### config.mk
export PLATFORM = sky130hd
export DESIGN_NAME = mem_access_stage_flat
export DESIGN_NICKNAME = d
export VERILOG_FILES = /design/src/rtl/mem_access_stage_if.sv /design/src/rtl/mem_access_stage.sv /design/src/flat_wrapper.sv
export SDC_FILE = /design/constraint.sdc
export NUM_CORES = 1
export LEC_CHECK = 0
export ABC_CLOCK_PERIOD_IN_PS = 3100
export CAP_MARGIN = 20
export CORE_UTILIZATION = 48
export DETAILED_ROUTE_END_ITERATION = 8
export PLACE_DENSITY = 0.88
export REMOVE_ABC_BUFFERS = 1
export SLEW_MARGIN = 25
export SYNTH_ARGS = -nofsm -noshare
export SYNTH_HDL_FRONTEND = slang
export SYNTH_SLANG_ARGS = --single-unit
### constraint.sdc
create_clock -name clk -period 3.1 [get_ports clk]
set_input_delay 0.465 -clock clk [delete_from_list [all_inputs] [get_ports clk]]
set_output_delay 0.465 -clock clk [all_outputs]
set_load 0.03 [all_outputs]
### src/rtl/mem_access_stage_if.sv
// Data-memory valid/ready port between the MEM stage (master) and data memory (slave).
// Request fields hold steady from assertion until dmem_ready or abandonment.
interface mem_access_stage_if #(
  parameter int ADDRESS_WIDTH = 32
) ();
  logic                     dmem_req;
  logic                     dmem_we;
  logic [ADDRESS_WIDTH-1:0] dmem_addr;
  logic [3:0]               dmem_be;
  logic [31:0]              dmem_wdata;
  logic                     dmem_ready;
  logic [31:0]              dmem_rdata;

  modport master (
    output dmem_req, dmem_we, dmem_addr, dmem_be, dmem_wdata,
    input  dmem_ready, dmem_rdata
  );

  modport slave (
    input  dmem_req, dmem_we, dmem_addr, dmem_be, dmem_wdata,
    output dmem_ready, dmem_rdata
  );
endinterface

### src/rtl/mem_access_stage.sv
// Pipeline MEM stage: EX/MEM reg, load/store lane handling, MEM/WB reg; 1 cycle when dmem_ready arrives with the request.
// Backpressure: stall_m freezes upstream while a request waits, released after at most TIMEOUT request cycles.
module mem_access_stage #(
  parameter int ADDRESS_WIDTH = 32,
  parameter int TIMEOUT       = 16
) (
  input  logic                     clk,
  input  logic                     rst,
  input  logic                     reg_write_e,
  input  logic [1:0]               res_src_e,
  input  logic                     mem_write_e,
  input  logic                     mem_read_e,
  input  logic [2:0]               funct3_e,
  input  logic [ADDRESS_WIDTH-1:0] alu_result_e,
  input  logic [31:0]              write_data_e,
  input  logic [4:0]               rd_e,
  input  logic [ADDRESS_WIDTH-1:0] pc_plus4_e,
  mem_access_stage_if.master       dmem,
  output logic                     stall_m,
  output logic                     reg_write_w,
  output logic [1:0]               res_src_w,
  output logic [4:0]               rd_w,
  output logic [ADDRESS_WIDTH-1:0] alu_result_w,
  output logic [ADDRESS_WIDTH-1:0] pc_plus4_w,
  output logic [31:0]              read_data_w,
  output logic [1:0]               fault_w
);

  localparam int CW = (TIMEOUT > 1) ? $clog2(TIMEOUT) : 1;
  localparam logic [CW-1:0] LAST_CNT = CW'(TIMEOUT - 1);

  typedef struct packed {
    logic                     reg_write;
    logic [1:0]               res_src;
    logic                     mem_write;
    logic                     mem_read;
    logic [2:0]               funct3;
    logic [ADDRESS_WIDTH-1:0] alu;
    logic [31:0]              wdata;
    logic [4:0]               rd;
    logic [ADDRESS_WIDTH-1:0] pc4;
  } exmem_t;

  typedef struct packed {
    logic                     reg_write;
    logic [1:0]               res_src;
    logic [4:0]               rd;
    logic [ADDRESS_WIDTH-1:0] alu;
    logic [ADDRESS_WIDTH-1:0] pc4;
    logic [31:0]              read_data;
    logic [1:0]               fault;
  } memwb_t;

  typedef enum logic [1:0] {SZ_B, SZ_H, SZ_W} size_e;
  typedef enum logic {S_IDLE, S_WAIT} state_e;

  exmem_t         ex_d, ex_q;
  memwb_t         wb_d, wb_q;
  state_e         state, state_nxt;
  logic [CW-1:0]  cnt, cnt_nxt;

  size_e          size;
  logic [1:0]     lane;
  logic           mem_op;
  logic           misaligned;
  logic           req;
  logic           last_cycle;
  logic           abandon;
  logic           load_signed;
  logic [31:0]    shifted;
  logic [31:0]    load_val;

  // EX/MEM register
  always_comb begin
    ex_d           = '0;
    ex_d.reg_write = reg_write_e;
    ex_d.res_src   = res_src_e;
    ex_d.mem_write = mem_write_e;
    ex_d.mem_read  = mem_read_e;
    ex_d.funct3    = funct3_e;
    ex_d.alu       = alu_result_e;
    ex_d.wdata     = write_data_e;
    ex_d.rd        = rd_e;
    ex_d.pc4       = pc_plus4_e;
  end

  always_ff @(posedge clk) begin
    if (rst) begin
      ex_q <= '0;
    end else if (!stall_m) begin
      ex_q <= ex_d;
    end
  end

  // Access decode: size, alignment and request qualification
  always_comb begin
    lane        = ex_q.alu[1:0];
    mem_op      = ex_q.mem_read | ex_q.mem_write;
    load_signed = !ex_q.funct3[2];
    case (ex_q.funct3)
      3'b000, 3'b100: size = SZ_B;
      3'b001, 3'b101: size = SZ_H;
      default:        size = SZ_W;
    endcase
    misaligned = mem_op && (((size == SZ_H) && lane[0]) ||
                            ((size == SZ_W) && (lane != 2'b00)));
    req        = mem_op && !misaligned;
  end

  // Request fields are zero whenever no request is presented
  always_comb begin
    dmem.dmem_req   = req;
    dmem.dmem_we    = 1'b0;
    dmem.dmem_addr  = '0;
    dmem.dmem_be    = 4'b0000;
    dmem.dmem_wdata = 32'd0;
    if (req) begin
      dmem.dmem_we   = ex_q.mem_write;
      dmem.dmem_addr = {ex_q.alu[ADDRESS_WIDTH-1:2], 2'b00};
      case (size)
        SZ_B: begin
          dmem.dmem_be    = 4'b0001 << lane;
          dmem.dmem_wdata = {4{ex_q.wdata[7:0]}};
        end
        SZ_H: begin
          dmem.dmem_be    = 4'b0011 << {lane[1], 1'b0};
          dmem.dmem_wdata = {2{ex_q.wdata[15:0]}};
        end
        default: begin
          dmem.dmem_be    = 4'b1111;
          dmem.dmem_wdata = ex_q.wdata;
        end
      endcase
    end
  end

  // Wait FSM: counter tracks request cycles of the current access
  always_ff @(posedge clk) begin
    if (rst) begin
      state <= S_IDLE;
      cnt   <= '0;
    end else begin
      state <= state_nxt;
      cnt   <= cnt_nxt;
    end
  end

  always_comb begin
    state_nxt  = state;
    cnt_nxt    = cnt;
    last_cycle = (cnt == LAST_CNT);
    case (state)
      S_IDLE: begin
        cnt_nxt = '0;
        if (req && !dmem.dmem_ready) begin
          state_nxt = S_WAIT;
          cnt_nxt   = cnt + CW'(1);
        end
      end
      S_WAIT: begin
        if (!req || dmem.dmem_ready || last_cycle) begin
          state_nxt = S_IDLE;
          cnt_nxt   = '0;
        end else begin
          cnt_nxt = cnt + CW'(1);
        end
      end
      default: begin
        state_nxt = S_IDLE;
        cnt_nxt   = '0;
      end
    endcase
    stall_m = req && !dmem.dmem_ready && !last_cycle;
    abandon = req && !dmem.dmem_ready && last_cycle;
  end

  // Load lane extraction and extension
  always_comb begin
    shifted = dmem.dmem_rdata >> {lane, 3'b000};
    case (size)
      SZ_B:    load_val = {{24{load_signed & shifted[7]}}, shifted[7:0]};
      SZ_H:    load_val = {{16{load_signed & shifted[15]}}, shifted[15:0]};
      default: load_val = dmem.dmem_rdata;
    endcase
  end

  // MEM/WB next value: bubbles carry only the fault code
  always_comb begin
    wb_d = '0;
    if (stall_m) begin
      wb_d = '0;
    end else if (misaligned) begin
      wb_d.fault = 2'b01;
    end else if (abandon) begin
      wb_d.fault = 2'b10;
    end else begin
      wb_d.reg_write = ex_q.reg_write && !ex_q.mem_write;
      wb_d.res_src   = ex_q.res_src;
      wb_d.rd        = ex_q.rd;
      wb_d.alu       = ex_q.alu;
      wb_d.pc4       = ex_q.pc4;
      wb_d.read_data = ex_q.mem_read ? load_val : 32'd0;
    end
  end

  always_ff @(posedge clk) begin
    if (rst) begin
      wb_q <= '0;
    end else begin
      wb_q <= wb_d;
    end
  end

  assign reg_write_w  = wb_q.reg_write;
  assign res_src_w    = wb_q.res_src;
  assign rd_w         = wb_q.rd;
  assign alu_result_w = wb_q.alu;
  assign pc_plus4_w   = wb_q.pc4;
  assign read_data_w  = wb_q.read_data;
  assign fault_w      = wb_q.fault;

endmodule

### src/flat_wrapper.sv
// flat-port wrapper written by rule: the top's interface ports become plain ports
module mem_access_stage_flat 
#(
  parameter int ADDRESS_WIDTH = 32,
  parameter int TIMEOUT       = 16
)
  (clk, rst, reg_write_e, res_src_e, mem_write_e, mem_read_e, funct3_e, alu_result_e, write_data_e, rd_e, pc_plus4_e, stall_m, reg_write_w, res_src_w, rd_w, alu_result_w, pc_plus4_w, read_data_w, fault_w, dmem_dmem_req, dmem_dmem_we, dmem_dmem_addr, dmem_dmem_be, dmem_dmem_wdata, dmem_dmem_ready, dmem_dmem_rdata);
  mem_access_stage_if #(.ADDRESS_WIDTH(ADDRESS_WIDTH)) dmem_i ();
  input  logic clk;
  input  logic rst;
  input  logic reg_write_e;
  input  logic [1:0] res_src_e;
  input  logic mem_write_e;
  input  logic mem_read_e;
  input  logic [2:0] funct3_e;
  input  logic [ADDRESS_WIDTH-1:0] alu_result_e;
  input  logic [31:0] write_data_e;
  input  logic [4:0] rd_e;
  input  logic [ADDRESS_WIDTH-1:0] pc_plus4_e;
  output logic stall_m;
  output logic reg_write_w;
  output logic [1:0] res_src_w;
  output logic [4:0] rd_w;
  output logic [ADDRESS_WIDTH-1:0] alu_result_w;
  output logic [ADDRESS_WIDTH-1:0] pc_plus4_w;
  output logic [31:0] read_data_w;
  output logic [1:0] fault_w;
  output wire logic [$bits(dmem_i.dmem_req)-1:0] dmem_dmem_req;
  output wire logic [$bits(dmem_i.dmem_we)-1:0] dmem_dmem_we;
  output wire logic [$bits(dmem_i.dmem_addr)-1:0] dmem_dmem_addr;
  output wire logic [$bits(dmem_i.dmem_be)-1:0] dmem_dmem_be;
  output wire logic [$bits(dmem_i.dmem_wdata)-1:0] dmem_dmem_wdata;
  input wire logic [$bits(dmem_i.dmem_ready)-1:0] dmem_dmem_ready;
  input wire logic [$bits(dmem_i.dmem_rdata)-1:0] dmem_dmem_rdata;
  assign dmem_dmem_req = dmem_i.dmem_req;
  assign dmem_dmem_we = dmem_i.dmem_we;
  assign dmem_dmem_addr = dmem_i.dmem_addr;
  assign dmem_dmem_be = dmem_i.dmem_be;
  assign dmem_dmem_wdata = dmem_i.dmem_wdata;
  assign dmem_i.dmem_ready = dmem_dmem_ready;
  assign dmem_i.dmem_rdata = dmem_dmem_rdata;
  mem_access_stage #(.ADDRESS_WIDTH(ADDRESS_WIDTH), .TIMEOUT(TIMEOUT)) u_core (.clk(clk), .rst(rst), .reg_write_e(reg_write_e), .res_src_e(res_src_e), .mem_write_e(mem_write_e), .mem_read_e(mem_read_e), .funct3_e(funct3_e), .alu_result_e(alu_result_e), .write_data_e(write_data_e), .rd_e(rd_e), .pc_plus4_e(pc_plus4_e), .dmem(dmem_i), .stall_m(stall_m), .reg_write_w(reg_write_w), .res_src_w(res_src_w), .rd_w(rd_w), .alu_result_w(alu_result_w), .pc_plus4_w(pc_plus4_w), .read_data_w(read_data_w), .fault_w(fault_w));
endmodule
# Yosys cells after proc, flatten, opt, wreduce, memory -nomap -nowiden
# Index checks and enable logic that the tools add are counted.
[word_totals]
register_bits = 220
output_inout_bits = 177
elab_cells = 76
[classes]
add_sub_neg = 1
eq_ne = 6
shifts = 3
muxes = 16
n_bitwise = 5
n_reduce_logical = 26
[op_table]
columns = ["cell", "count"]
rows = [
  ["32-bit case mux with 2 select lines", 2],
  ["32-bit 2-to-1 mux", 2],
  ["32-bit by 5-bit >> shifter with 16-bit output", 1],
  ["4-bit case mux with 2 select lines", 2],
  ["4-bit 2-to-1 mux", 3],
  ["1-bit logical AND", 8],
  ["3-bit == test (second input constant)", 2],
  ["1-bit zero test", 6],
  ["2-bit OR reduction", 3],
  ["5-bit OR reduction", 1],
  ["4-bit by 1-bit adder with 4-bit output (second input constant)", 1],
  ["4-bit == test (second input constant)", 1],
  ["1-bit 2-to-1 mux", 4],
  ["2-bit case mux with 2 select lines", 1],
  ["4-bit OR reduction", 1],
  ["1-bit by 2-bit << shifter with 4-bit output (first input constant)", 1],
  ["2-bit by 2-bit << shifter with 4-bit output (first input constant)", 1],
  ["3-bit by 1-bit == test with 1-bit output (second input constant)", 1],
  ["3-bit zero test", 1],
  ["1-bit logical OR", 3],
  ["3-bit OR reduction", 1],
  ["1-bit bitwise AND", 2],
  ["2-bit by 1-bit == test with 1-bit output (second input constant)", 1],
  ["2-bit == test (second input constant)", 1],
  ["6 further kinds", 7],
]

# Depth between registers and ports, before layout
[logic_depth]
ltp_word = 14
ltp_mapped = 8

# Worst setup path after synthesis
# OpenSTA, ideal clock, no wires.
[synth_path]
path_kind = "register to output"
startpoint = "register u_core.ex_q[70] (netlist name)"
endpoint = "output dmem_dmem_addr[30]"
arrival_time_ns = 1.577
path_slack_ns = 1.058
stages_incl_launch_ff = 7
n_path_buf = 2
path_cell_list = "dfxtp_1 buf_2 o21ai_2 nand3_1 inv_1 clkbuf_1 and2_1"
[synth_via]
elab_chain_cells = 7
[synth_rtl]
columns = ["element", "line", "source"]
rows = [
  ["start, declared", "mem_access_stage.sv:57", "exmem_t ex_d, ex_q;"],
  ["start signal, assigned", "mem_access_stage.sv:89", "ex_q <= '0;"],
  ["start signal, assigned", "mem_access_stage.sv:91", "ex_q <= ex_d;"],
  ["2-bit nonzero test", "mem_access_stage.sv:106", "((size == SZ_W) && (lane != 2'b00)));"],
  ["1-bit logical AND", "mem_access_stage.sv:106", ""],
  ["1-bit logical OR", "mem_access_stage.sv:105", "misaligned = mem_op && (((size == SZ_H) && lane[0]) ||"],
  ["1-bit logical AND", "mem_access_stage.sv:105", ""],
  ["1-bit zero test", "mem_access_stage.sv:107", "req = mem_op && !misaligned;"],
  ["1-bit logical AND", "mem_access_stage.sv:107", ""],
  ["named net dmem_dmem_req", "flat_wrapper.sv:28", "output wire logic [$bits(dmem_i.dmem_req)-1:0] dmem_dmem_req;"],
  ["32-bit 2-to-1 mux", "mem_access_stage.sv:117", "if (req) begin"],
  ["end, declared", "flat_wrapper.sv:30", "output wire logic [$bits(dmem_i.dmem_addr)-1:0] dmem_dmem_addr;"],
]
# The timed path passes the listed nets, and every way through them passes these cells.

# Worst setup path after layout
[layout_path]
startpoint = "register u_core.ex_q[101] (netlist name)"
endpoint = "output dmem_dmem_wdata[11]"
[layout_via]
elab_chain_cells = 10
elab_cells_between_ends = 18
[layout_rtl]
columns = ["element", "line", "source"]
rows = [
  ["3-bit by 1-bit == test with 1-bit output (tied with other cells)", "mem_access_stage.sv:100", "case (ex_q.funct3)"],
  ["2-bit OR reduction", "mem_access_stage.sv:100", ""],
  ["2-bit case mux with 2 select lines (*)", "mem_access_stage.sv:100", ""],
  ["2-bit by 1-bit == test with 1-bit output / 2-bit == test (equally long branches)", "mem_access_stage.sv:105, mem_access_stage.sv:120, mem_access_stage.sv:106", ""],
  ["1-bit logical AND, on equally long branches", "mem_access_stage.sv:105, mem_access_stage.sv:106", ""],
  ["1-bit logical OR", "mem_access_stage.sv:105", ""],
  ["1-bit logical AND", "mem_access_stage.sv:105", ""],
  ["1-bit zero test", "mem_access_stage.sv:107", ""],
  ["1-bit logical AND", "mem_access_stage.sv:107", ""],
  ["32-bit 2-to-1 mux (*)", "mem_access_stage.sv:117", ""],
  ["end, declared", "flat_wrapper.sv:32", "output wire logic [$bits(dmem_i.dmem_wdata)-1:0] dmem_dmem_wdata;"],
]
# Every way passes the cells marked *; elsewhere a longest branch is shown, timed or not.

==> results.cfg <==
[outcome]
status = completed

[worst_setup_path]
slowest_stage = clkdlybuf4s50_1
start_kind = register
reg2regPathDepth = 5
max_stage_delay_ns = 0.74
r2r_start = u_core.ex_q[69]$_SDFFE_PP0N_
cp_cell_sequence = or2_2 -> nand2_1 -> a21oi_1 -> clkdlybuf4s50_1
end_kind = output pin
worst-endpoint-arrival_ns = 2.43
critical_path_class = reg2out
required_ns = 2.63
cp_top_family = buffers and inverters
critPathMaxFanout = 17
rr_endpoint = u_core.read_data_w[13]$_SDFF_PP0_
reg2reg_slack_ns = 1.04
critPathBufInv = 1

[synth]
synth_edf_count = 0
async_flop_share_pct = 0
ys.flop_type = dfxtp_1
syn-instance-count = 990
syn_area_per_cell_um2 = 8.66
ys_ff_latch = 220
yosys.area.top_type_share_pct = 51.4
synth.yosys.seq_area_share_pct = 51.4
yosys.area.top_type = dfxtp_1
synthTopCellsByArea = dfxtp_1 (51%), nand2_1 (11%), and2_1 (8.0%)
synth_warnings = 0
netlist_area_mm2 = 0.00857
synth_cell_types = 49

[final_layout]
n_antenna_cell = 0
drive_gt1_share_pct = 7.16
fillers = 1253
fin_area_mm2 = 0.0127
nets = 1412
layout_commonest_cell = clkdlybuf4s50_1
area_growth_pct = 48.4
stdcell_count = 1510
final_cell_mix = clkdlybuf4s50_1 (311), nand2_1 (253), dfxtp_1 (219)

[grt]
met2_usage_pct = 48.5
antenna_found_initial = 3
overflow = 0
grtUsageTotal_pct = 28.0
grt_pass1_wl_um = 40300
grt_max_degree = 110
grtUsageMet3_pct = 8.83
grt_pass1_vias = 7679
grt-busiest-layer = met2
use_met1_pct = 31.3

[place]
gp_congestion = 0.903
io_buffers = 318
dpl.hpwl_um = 17800
place_inst = 1466
postPlaceCellArea_mm2 = 0.0118

[clocking]
cts_tree = yes
clock_path_buffers = 3
htreeDepth = 1
cts_setup_buffers = 0
cts-root-buf = clkbuf_16
clk_pin_slew_ns = 0.06
clkSinkCount = 220
clk_latency_ns = 0.52
cts_inserted_buffers = 24

[flow_run]
maxCapViolations = 0

[power_and_ir_drop]
total_power_mw = 7.54
power.density_mw_per_mm2 = 593
leakagePower_nw = 5.09
vdd_ir_drop_max_uv = 496

[drt]
drc = 0
firstDrtPassIters = 7
first_iter_violations = 485
routed_wl_um = 26500
vias = 7987
viasPerCell = 5.29
drt.antenna.violating_nets = 0
detail_route.wl_per_cell_um = 17.6

[sta]
finalSetupViolCount = 0
hold_violations = 0
rsz0062_at_grt = false
finalClockSkew_ns = 0.0247
whs_ns = 0.445
setup_tns_ns = 0
drv_slew = 0
min_period_over_period_pct = 93.5
fin_crit_ns = 2.90
fmax_ghz = 0.345
worstMarginPinSlew_ns = 0.957
slew_headroom_pct = 36.1

[die]
rows = 48
io_pins = 321
start_util_pct = 49.4
dieHeight_um = 136
die_w_um = 136
core_area_mm2 = 0.0174
die-area_mm2 = 0.0184

[worst_hold_path]
whs_path_depth = 2
hold_class = reg2reg
hp-start = u_core.ex_q[29]$_SDFFE_PP0N_
min_to = u_core.ex_q[29]$_SDFFE_PP0N_
## worst max-delay path by stage
stage / from / cells past startpoint / endpoint
floorplan: u_core.ex_q[102]$_SDFFE_PP0N_ / 3 / stall_m
global placement: dmem_dmem_ready / 5 / stall_m
detailed placement: dmem_dmem_ready / 5 / stall_m
CTS: u_core.ex_q[105]$_SDFFE_PP0N_ / 6 / dmem_dmem_addr[16]
global route: u_core.ex_q[101]$_SDFFE_PP0N_ / 4 / dmem_dmem_wdata[11]
finish: u_core.ex_q[101]$_SDFFE_PP0N_ / 4 / dmem_dmem_wdata[11]
## cell usage after synthesis (2+ instances only)
| cell type | n |
|---|---|
| a221oi_2 | 22 |
| buf_4 | 4 |
| inv_1 | 9 |
| xnor2_1 | 2 |
| mux2_2 | 2 |
| clkbuf_1 | 50 |
| o21ai_1 | 8 |
| a21boi_0 | 15 |
| inv_2 | 2 |
| buf_1 | 6 |
| and2_1 | 110 |
| nor2_1 | 44 |
| a22o_1 | 7 |
| and3_1 | 2 |
| o22ai_1 | 7 |
| a21oi_1 | 128 |
| nand2b_1 | 3 |
| nor3_1 | 2 |
| a21oi_2 | 2 |
| nand3_1 | 2 |
| nor2b_1 | 3 |
| dfxtp_1 | 220 |
| mux2i_1 | 32 |
| a2bb2oi_1 | 7 |
| buf_2 | 18 |
| buf_6 | 5 |
| o21ai_0 | 3 |
| a31oi_1 | 2 |
| nand2_1 | 253 |
## kinds of logic after synthesis
kind of cell               Yosys count  synth area share, %
DFF                                220                 51.4
other                                1               0.0437
and+or+nand+nor                    429                 22.7
AOI/OAI and AO/OA                  207                 16.3
muxes                               35                 4.16
buffers and inverters               94                 4.99
adders and majority gates            1                0.146
xor gates and xnor gates             3                0.307
## power breakdown
| group | internal (mW) | switching, mW |
|---|---|---|
| logic | 0.556 | 0.741 |
| registers | 2.99 | 0.101 |
| clock network | 2.01 | 1.15 |
## through the flow
step	setup slack, ns	util, %
global route	0.0658	73.3
floorplan	-2.99	-
global placement	0.442	68.1
detailed placement	0.455	68.1
finish	0.203	73.3
CTS	0.0921	73.2
## routing by layer
layer | wire length [um] | up-vias
met5 | 12 | -
met4 | 1120 | 2
met3 | 2570 | 73
met2 | 12900 | 355
met1 | 9950 | 3753
li1 | - | 3804
## layout make-up
class                   instances  area (um2)  area share, %
clock buffers                  33         664           5.22
clock inverters                11         225           1.77
inverters                      11        42.5          0.334
multi-input cells             677        3750           29.5
flip-flops and latches        220        4410           34.6
well taps                     225         282           2.21
repair buffers                333        3350           26.4
## worst min-delay path, stage by stage (launching register included)
cell and delay [ns]:
dfxtp_1 0.30, nand2_1 0.05, a21oi_1 0.05
## state kept, by name (all words and copies together) (netlist names), 2 cells and up
signal               count
u_core.alu_result_w     32
u_core.cnt               4
u_core.ex_q            109
u_core.fault_w           2
u_core.pc_plus4_w       32
u_core.rd_w              5
u_core.read_data_w      32
u_core.res_src_w         2
## repair_timing
item	CTS	global route
gates resized for setup	1	6
endpoints found under the hold margin	0	0
hold buffers	0	0
setup endpoints to repair	1	6
Power figures use the tool's default switching activity.
